===== src/rtl/axis_gesture_detector.sv =====
// Per-axis tilt gesture detector: qualifies sustained over-threshold samples into one-shot
// POS/NEG events, presented through a single-entry valid/ready output register.
module axis_gesture_detector #(
    parameter logic signed [15:0] THRESH       = 16'sd2000,
    parameter int                 HOLD_SAMPLES = 4,
    parameter int                 COOL_SAMPLES = 8
) (
    input  logic        clk,
    input  logic        rst,
    input  logic        in_valid,
    input  logic [15:0] angle,
    input  logic        axis_motion,
    output logic        gest_valid,
    input  logic        gest_ready,
    output logic [1:0]  gest_code,
    output logic        drop,
    output logic [1:0]  state
);

    typedef enum logic [1:0] {
        IDLE     = 2'b00,
        POS_PEND = 2'b01,
        NEG_PEND = 2'b10,
        COOLDOWN = 2'b11
    } state_t;

    localparam logic [7:0] HOLD = 8'(HOLD_SAMPLES);
    localparam logic [7:0] COOL = 8'(COOL_SAMPLES);
    localparam logic signed [16:0] TH17   = {THRESH[15], THRESH};
    localparam logic signed [16:0] NTH17  = -TH17;
    localparam logic signed [16:0] HALF17 = TH17 >>> 1;
    localparam logic [1:0] CODE_POS = 2'b01;
    localparam logic [1:0] CODE_NEG = 2'b10;

    state_t      cur, nxt;
    logic [7:0]  cnt, cnt_n, cnt_inc;
    logic        fire;
    logic [1:0]  fire_code;

    // 17-bit signed view so that -32768 negates cleanly.
    logic signed [16:0] a17, abs17;
    logic               over_pos, over_neg, calm;

    assign a17      = {angle[15], angle};
    assign abs17    = a17[16] ? -a17 : a17;
    assign over_pos = a17 > TH17;
    assign over_neg = a17 < NTH17;
    assign calm     = abs17 <= HALF17;
    assign cnt_inc  = cnt + 8'd1;
    assign state    = cur;

    always_ff @(posedge clk) begin
        if (rst) begin
            cur <= IDLE;
            cnt <= 8'd0;
        end else begin
            cur <= nxt;
            cnt <= cnt_n;
        end
    end

    always_comb begin
        nxt       = cur;
        cnt_n     = cnt;
        fire      = 1'b0;
        fire_code = 2'b00;
        if (in_valid) begin
            case (cur)
                IDLE: begin
                    if (axis_motion && (over_pos || over_neg)) begin
                        if (HOLD_SAMPLES == 1) begin
                            fire      = 1'b1;
                            fire_code = over_pos ? CODE_POS : CODE_NEG;
                            nxt       = COOLDOWN;
                            cnt_n     = 8'd0;
                        end else begin
                            nxt   = over_pos ? POS_PEND : NEG_PEND;
                            cnt_n = 8'd1;
                        end
                    end
                end
                POS_PEND, NEG_PEND: begin
                    if ((cur == POS_PEND) ? over_pos : over_neg) begin
                        if (cnt_inc == HOLD) begin
                            fire      = 1'b1;
                            fire_code = (cur == POS_PEND) ? CODE_POS : CODE_NEG;
                            nxt       = COOLDOWN;
                            cnt_n     = 8'd0;
                        end else begin
                            cnt_n = cnt_inc;
                        end
                    end else begin
                        nxt   = IDLE;
                        cnt_n = 8'd0;
                    end
                end
                default: begin
                    // cnt holds samples already spent here, saturating at COOL.
                    if (calm && cnt >= COOL) begin
                        nxt   = IDLE;
                        cnt_n = 8'd0;
                    end else begin
                        cnt_n = (cnt >= COOL) ? COOL : cnt_inc;
                    end
                end
            endcase
        end
    end

    // Single-entry output register; the FSM never waits on it.
    always_ff @(posedge clk) begin
        if (rst) begin
            gest_valid <= 1'b0;
            gest_code  <= 2'b00;
            drop       <= 1'b0;
        end else if (fire) begin
            if (!gest_valid || gest_ready) begin
                gest_valid <= 1'b1;
                gest_code  <= fire_code;
            end else begin
                drop <= 1'b1;
            end
        end else if (gest_valid && gest_ready) begin
            gest_valid <= 1'b0;
            gest_code  <= 2'b00;
        end
    end

endmodule


===== config.mk =====
export PLATFORM = sky130hd
export DESIGN_NAME = axis_gesture_detector
export DESIGN_NICKNAME = d
export VERILOG_FILES = /design/src/rtl/axis_gesture_detector.sv
export SDC_FILE = /design/constraint.sdc
export NUM_CORES = 1
export LEC_CHECK = 0
export BUFFER_PORTS_ARGS = -buffer_cell sky130_fd_sc_hd__buf_2
export CORE_ASPECT_RATIO = 1.2
export CORE_MARGIN = 10
export CORE_UTILIZATION = 50
export CTS_BUF_LIST = sky130_fd_sc_hd__clkbuf_4
export CTS_CLUSTER_SIZE = 24
export DETAILED_ROUTE_END_ITERATION = 10
export PLACE_DENSITY = 0.76
export SYNTH_ARGS = -nofsm -noshare
export SYNTH_HDL_FRONTEND = slang
export SYNTH_SLANG_ARGS = --single-unit

===== constraint.sdc =====
create_clock -name clk -period 3.4 [get_ports clk]
set_input_delay 0.34 -clock clk [delete_from_list [all_inputs] [get_ports clk]]
set_output_delay 0.34 -clock clk [all_outputs]
set_load 0.01 [all_outputs]

## Word level (Yosys, flattened, before mapping)

Cells that the tools add are included.

| word-level totals | value |
|---|---|
| word-level logic and storage cells | 61 |
| register bits after elaboration | 14 |

| operators by class | value |
|---|---|
| magnitude comparators | 4 |
| eq/ne operators | 6 |
| reductions and logical operators | 14 |
| add/subtract/negate cells | 2 |
| muxes and demuxes | 29 |
| bitwise logic cells | 1 |

Operator list:

| operator | count |
|---|---|
| two-way mux 8 bit | 5 |
| two-way mux 2 bit | 13 |
| <= comparator 17 x 11 -> 1 bit, second input constant | 1 |
| two-way mux 17 bit | 1 |
| negation 16 -> 17 bit | 1 |
| greater-than comparator 16 x 12 -> 1 bit, second input constant | 1 |
| < comparator 16 x 12 -> 1 bit, second input constant | 1 |
| one-hot mux 8 bit (2 select lines) | 1 |
| adder 8 x 1 -> 8 bit, second input constant | 1 |
| == test 8 x 3 -> 1 bit, second input constant | 1 |
| greater-or-equal comparator 8 x 4 -> 1 bit, second input constant | 1 |
| two-way mux 1 bit | 8 |
| AND reduction 2 bit | 3 |
| one-hot mux 2 bit (2 select lines) | 1 |
| AND reduction 4 bit | 1 |
| logical AND 1 bit | 3 |
| inequality test 3 bit, second input constant | 1 |
| nonzero test 3 bit | 1 |
| == test 2 x 1 -> 1 bit, second input constant | 1 |
| == test 2 bit, second input constant | 1 |
| logical NOT 2 bit | 1 |
| logical OR 1 bit | 2 |
| inequality test 2 x 1 -> 1 bit, second input constant | 1 |
| inequality test 2 bit, second input constant | 1 |
| 4 further kinds | 4 |

## Depth between registers and ports, before layout

| depth | value |
|---|---|
| depth in word-level cells | 8 |
| gate-level depth with buffers | 10 |
| depth with buffers taken out | 10 |

## Worst setup path after synthesis

Ideal clock, no wire load.

| timing | value |
|---|---|
| path type | input -> register |
| start | input angle[1] |
| end | register cur[0] (netlist: state[0]) |
| setup slack | 0.423 ns |
| path buffers | 0 |
| data arrival time | 2.892 ns |
| cell stages on the path | 10 |
| path through | inv_1 ha_1 or3b_1 or3_1 or4_1 and3_4 o41ai_4 o311ai_1 and2_4 o31ai_2 |

| on the way | value |
|---|---|
| longest elaborated chain between the ends | 6 |
| elaborated cells between the ends (all ways) | 17 |
| those cells by class | add/sub (1); order compare (3); eq/ne (2); mux (6); reduce/logical (5) |

Ends and longest elaborated chain:

| what | RTL line | RTL |
|---|---|---|
| start, declared | 11 | `input logic [15:0] angle,` |
| negation 16 -> 17 bit | 45 | `assign abs17 = a17[16] ? -a17 : a17;` |
| two-way mux 17 bit | 45 |  |
| <= comparator 17 x 11 -> 1 bit | 48 | `assign calm = abs17 <= HALF17;` |
| logical AND 1 bit | 99 | `if (calm && cnt >= COOL) begin` |
| nonzero test 3 bit (no source line) | - |  |
| AND reduction 4 bit (no source line) | - |  |
| end signal, assigned | 57 | `cur <= nxt;` |
| end, declared | 35 | `state_t cur, nxt;` |

Several ways; a longest one is shown, not always the timed one. The select of a mux whose other input is x is not followed.
A chain may end at the register's enable or synchronous reset.

## Worst setup path in the final report

Ends and elaborated chain as after synthesis.

==> flow_summary.ini <==
[run_status]
status = complete, no violations

[pwr]
vdd_drop_max_uv = 175
p_per_area_nw_per_um2 = 257
p_leak_nw = 0.625

[cells_and_area]
multi_input_area_um2 = 1090
nets = 251
area_delta_synth_final_pct = 13.3
final_common_cell = buf_2
stdcell_count = 257
final_cell_mix = buf_2 (26), o21ai_0 (16), a21oi_1 (15)
drive_gt1_share_pct = 20.2
num_antenna_cells = 0
register_area_um2 = 280
nFillCells = 282

[clocking]
cts_tree = built
clk_latency_ps = 280
htreeDepth = 1
cts_sinks = 14
post-cts-setup-buffers = 0
path_clk_slew_ps = 90
postCtsHoldBufs = 0
cts-root-buf = clkbuf_4
cts_made_buffers = 3
cts_buffer_depth = 2
cts_resized = 0

[floorplanning]
ios = 27
die_width_um = 69.1
die-height_um = 78.9
rows = 21
dieArea_um2 = 5450
core_um2 = 2790
initial_core_util_pct = 51.9

[flow_run]
max_cap_viol_count = 0

[critical_path]
start_kind = primary input
timing.rr.start = state[0]
critPathMaxFanout = 7
max_stage_delay_ps = 490
rrSetupSlack_ps = 1180
r2r_cells = 8
rr_endpoint = cnt[0]
crit_chain = buf_2 > inv_1 > ha_1 > or3b_1 > or3_1 > or4_1 > and3_4 > o41ai_4 > o311ai_1 > and2_4 > o31ai_2
crit_slowest_cell = or4_1
path_class = in -> reg
end_kind = flop
cp.required_ps = 3600
arrival_ps = 3170

[timing]
skew_ps = 5.20
min_period_over_period_pct = 87.2
tightest_slew_ps = 521
setup_tns_ps = 0
slew_viol_final = 0
rsz0062_at_grt = false
setup_viol = 0
hold_viol = 0
period_minus_slack_ps = 2970
slew_headroom_pct = 64.3
max_freq_mhz = 337

[global_route]
overflow = 0
grt_pass1_vias = 1526
antenna_found_initial = 0
grt_pass1_wl_um = 6330
grt_max_degree = 22
grt_usage_pct = 12.9

[synthesis]
synth.avg_cell_area_um2 = 7.30
ys_ff_latch = 14
syn_area_um2 = 1450
synth_edf_count = 0
async_reset_ff_share_pct = 0
ys_types = 53
synth_top_area_share_pct = 19.4
synth-main-ff-cell = dfxtp_1
synth_area_leaders = dfxtp_1 (19%), o21ai_0 (5.5%), a21oi_1 (5.2%), ha_1 (5.2%), nor2_1 (3.6%)
syn-num-nets = 225
yosysSeqAreaShare_pct = 19.4
synth_cells = 198
synth_top_cell_by_area = dfxtp_1
yosys_warnings = 0

[detailed_routing]
wire_per_inst_um = 14.1
ant_nets = 0
vias_per_cell = 6.21
dr.pass1.iters = 4
vias = 1597
routed_wirelength_um = 3630
drt-initial-drc-count = 88
drc = 0

[worst_hold_path]
hold_path_depth = 3
min-delay-start = in_valid
hold_path_end = gest_valid
hp-class = in -> reg

[placed_design]
gp_congestion = 0.865
dp.cells = 253
hpwl_um = 2860
port_buffers = 26
## through the flow
stage	instance area (µm²)	setup WS, ps	power (mW)	hold slack, ps	utilization [%]
2_1_floorplan	1450	423	0.278	457	-
6_report	1640	434	0.421	354	58.8
3_5_place_dp	1610	154	0.323	457	57.9
4_1_cts	1640	435	0.422	350	58.8
3_3_place_gp	1610	255	0.322	446	57.9
5_1_grt	1640	312	0.449	374	58.8
## registers in the layout, summed over array words and instances, names as in the netlist
| name | cells |
|---|---|
| drop | 1 |
| gest_valid | 1 |
| cnt | 8 |
| state | 2 |
| gest_code | 2 |
## how the worst max path moves through the flow
stage	from	endpoint	slack [ps]	depth (start not counted)
floorplan	angle[1]	state[0]	420	10
global placement	angle[1]	state[1]	250	11
detailed placement	angle[1]	state[1]	150	11
CTS	angle[1]	state[0]	440	11
global route	angle[1]	state[1]	310	11
finish	angle[1]	state[0]	430	11
## worst max-delay path, delay by kind of cell
| family | cells | cell delay, ps |
|---|---|---|
| buffers and inverters | 2 | 210 |
| and+or+nand+nor | 5 | 1650 |
| adders and majority gates | 1 | 260 |
| AOI/OAI and AO/OA | 3 | 710 |
## metal layers
layer	up-vias	global-route usage, %	share of wire, %
met5	-	0	0
met4	0	5.44	1.8
met3	6	2.24	4.0
met2	38	23.3	51
met1	750	14.4	43
li1	803	-	-
## layout make-up
cell class | count | share of cell area, %
clock inverters | 1 | 0.229
repair buffers | 30 | 9.78
flip-flops and latches | 14 | 17.1
inverters | 11 | 2.52
clock buffers | 3 | 1.38
well taps | 34 | 2.60
multi-input cells | 164 | 66.4
## cells in the mapped netlist, types with 3 or more instances
cell / instances
o21ai_0: 16
nor4_1: 6
o41ai_1: 3
and3_1: 6
or3_1: 5
nand3_1: 6
dfxtp_1: 14
clkbuf_1: 5
ha_1: 6
nor3_1: 8
a31oi_1: 3
nor4b_1: 3
a21oi_1: 15
nand2_1: 13
nand3b_1: 5
inv_1: 11
nor2_1: 14
nand2b_1: 5
xnor2_1: 3
or2_2: 3
## power breakdown
part	internal, mW	total [mW]	switching, mW
registers	0.168	0.172	0.00382
clock network	0.0426	0.0998	0.0572
logic	0.0583	0.149	0.0904
## logic make-up after synthesis
group                      after synthesis  synth area share [%]
and+or+nand+nor                         90                  36.5
AOI/OAI and AO/OA                       63                  30.4
buffers and inverters                   20                  5.37
DFF                                     14                  19.4
adders and majority gates                6                  5.19
xor gates and xnor gates                 3                  1.82
muxes                                    2                  1.39
(Power assumes the default switching activity.)
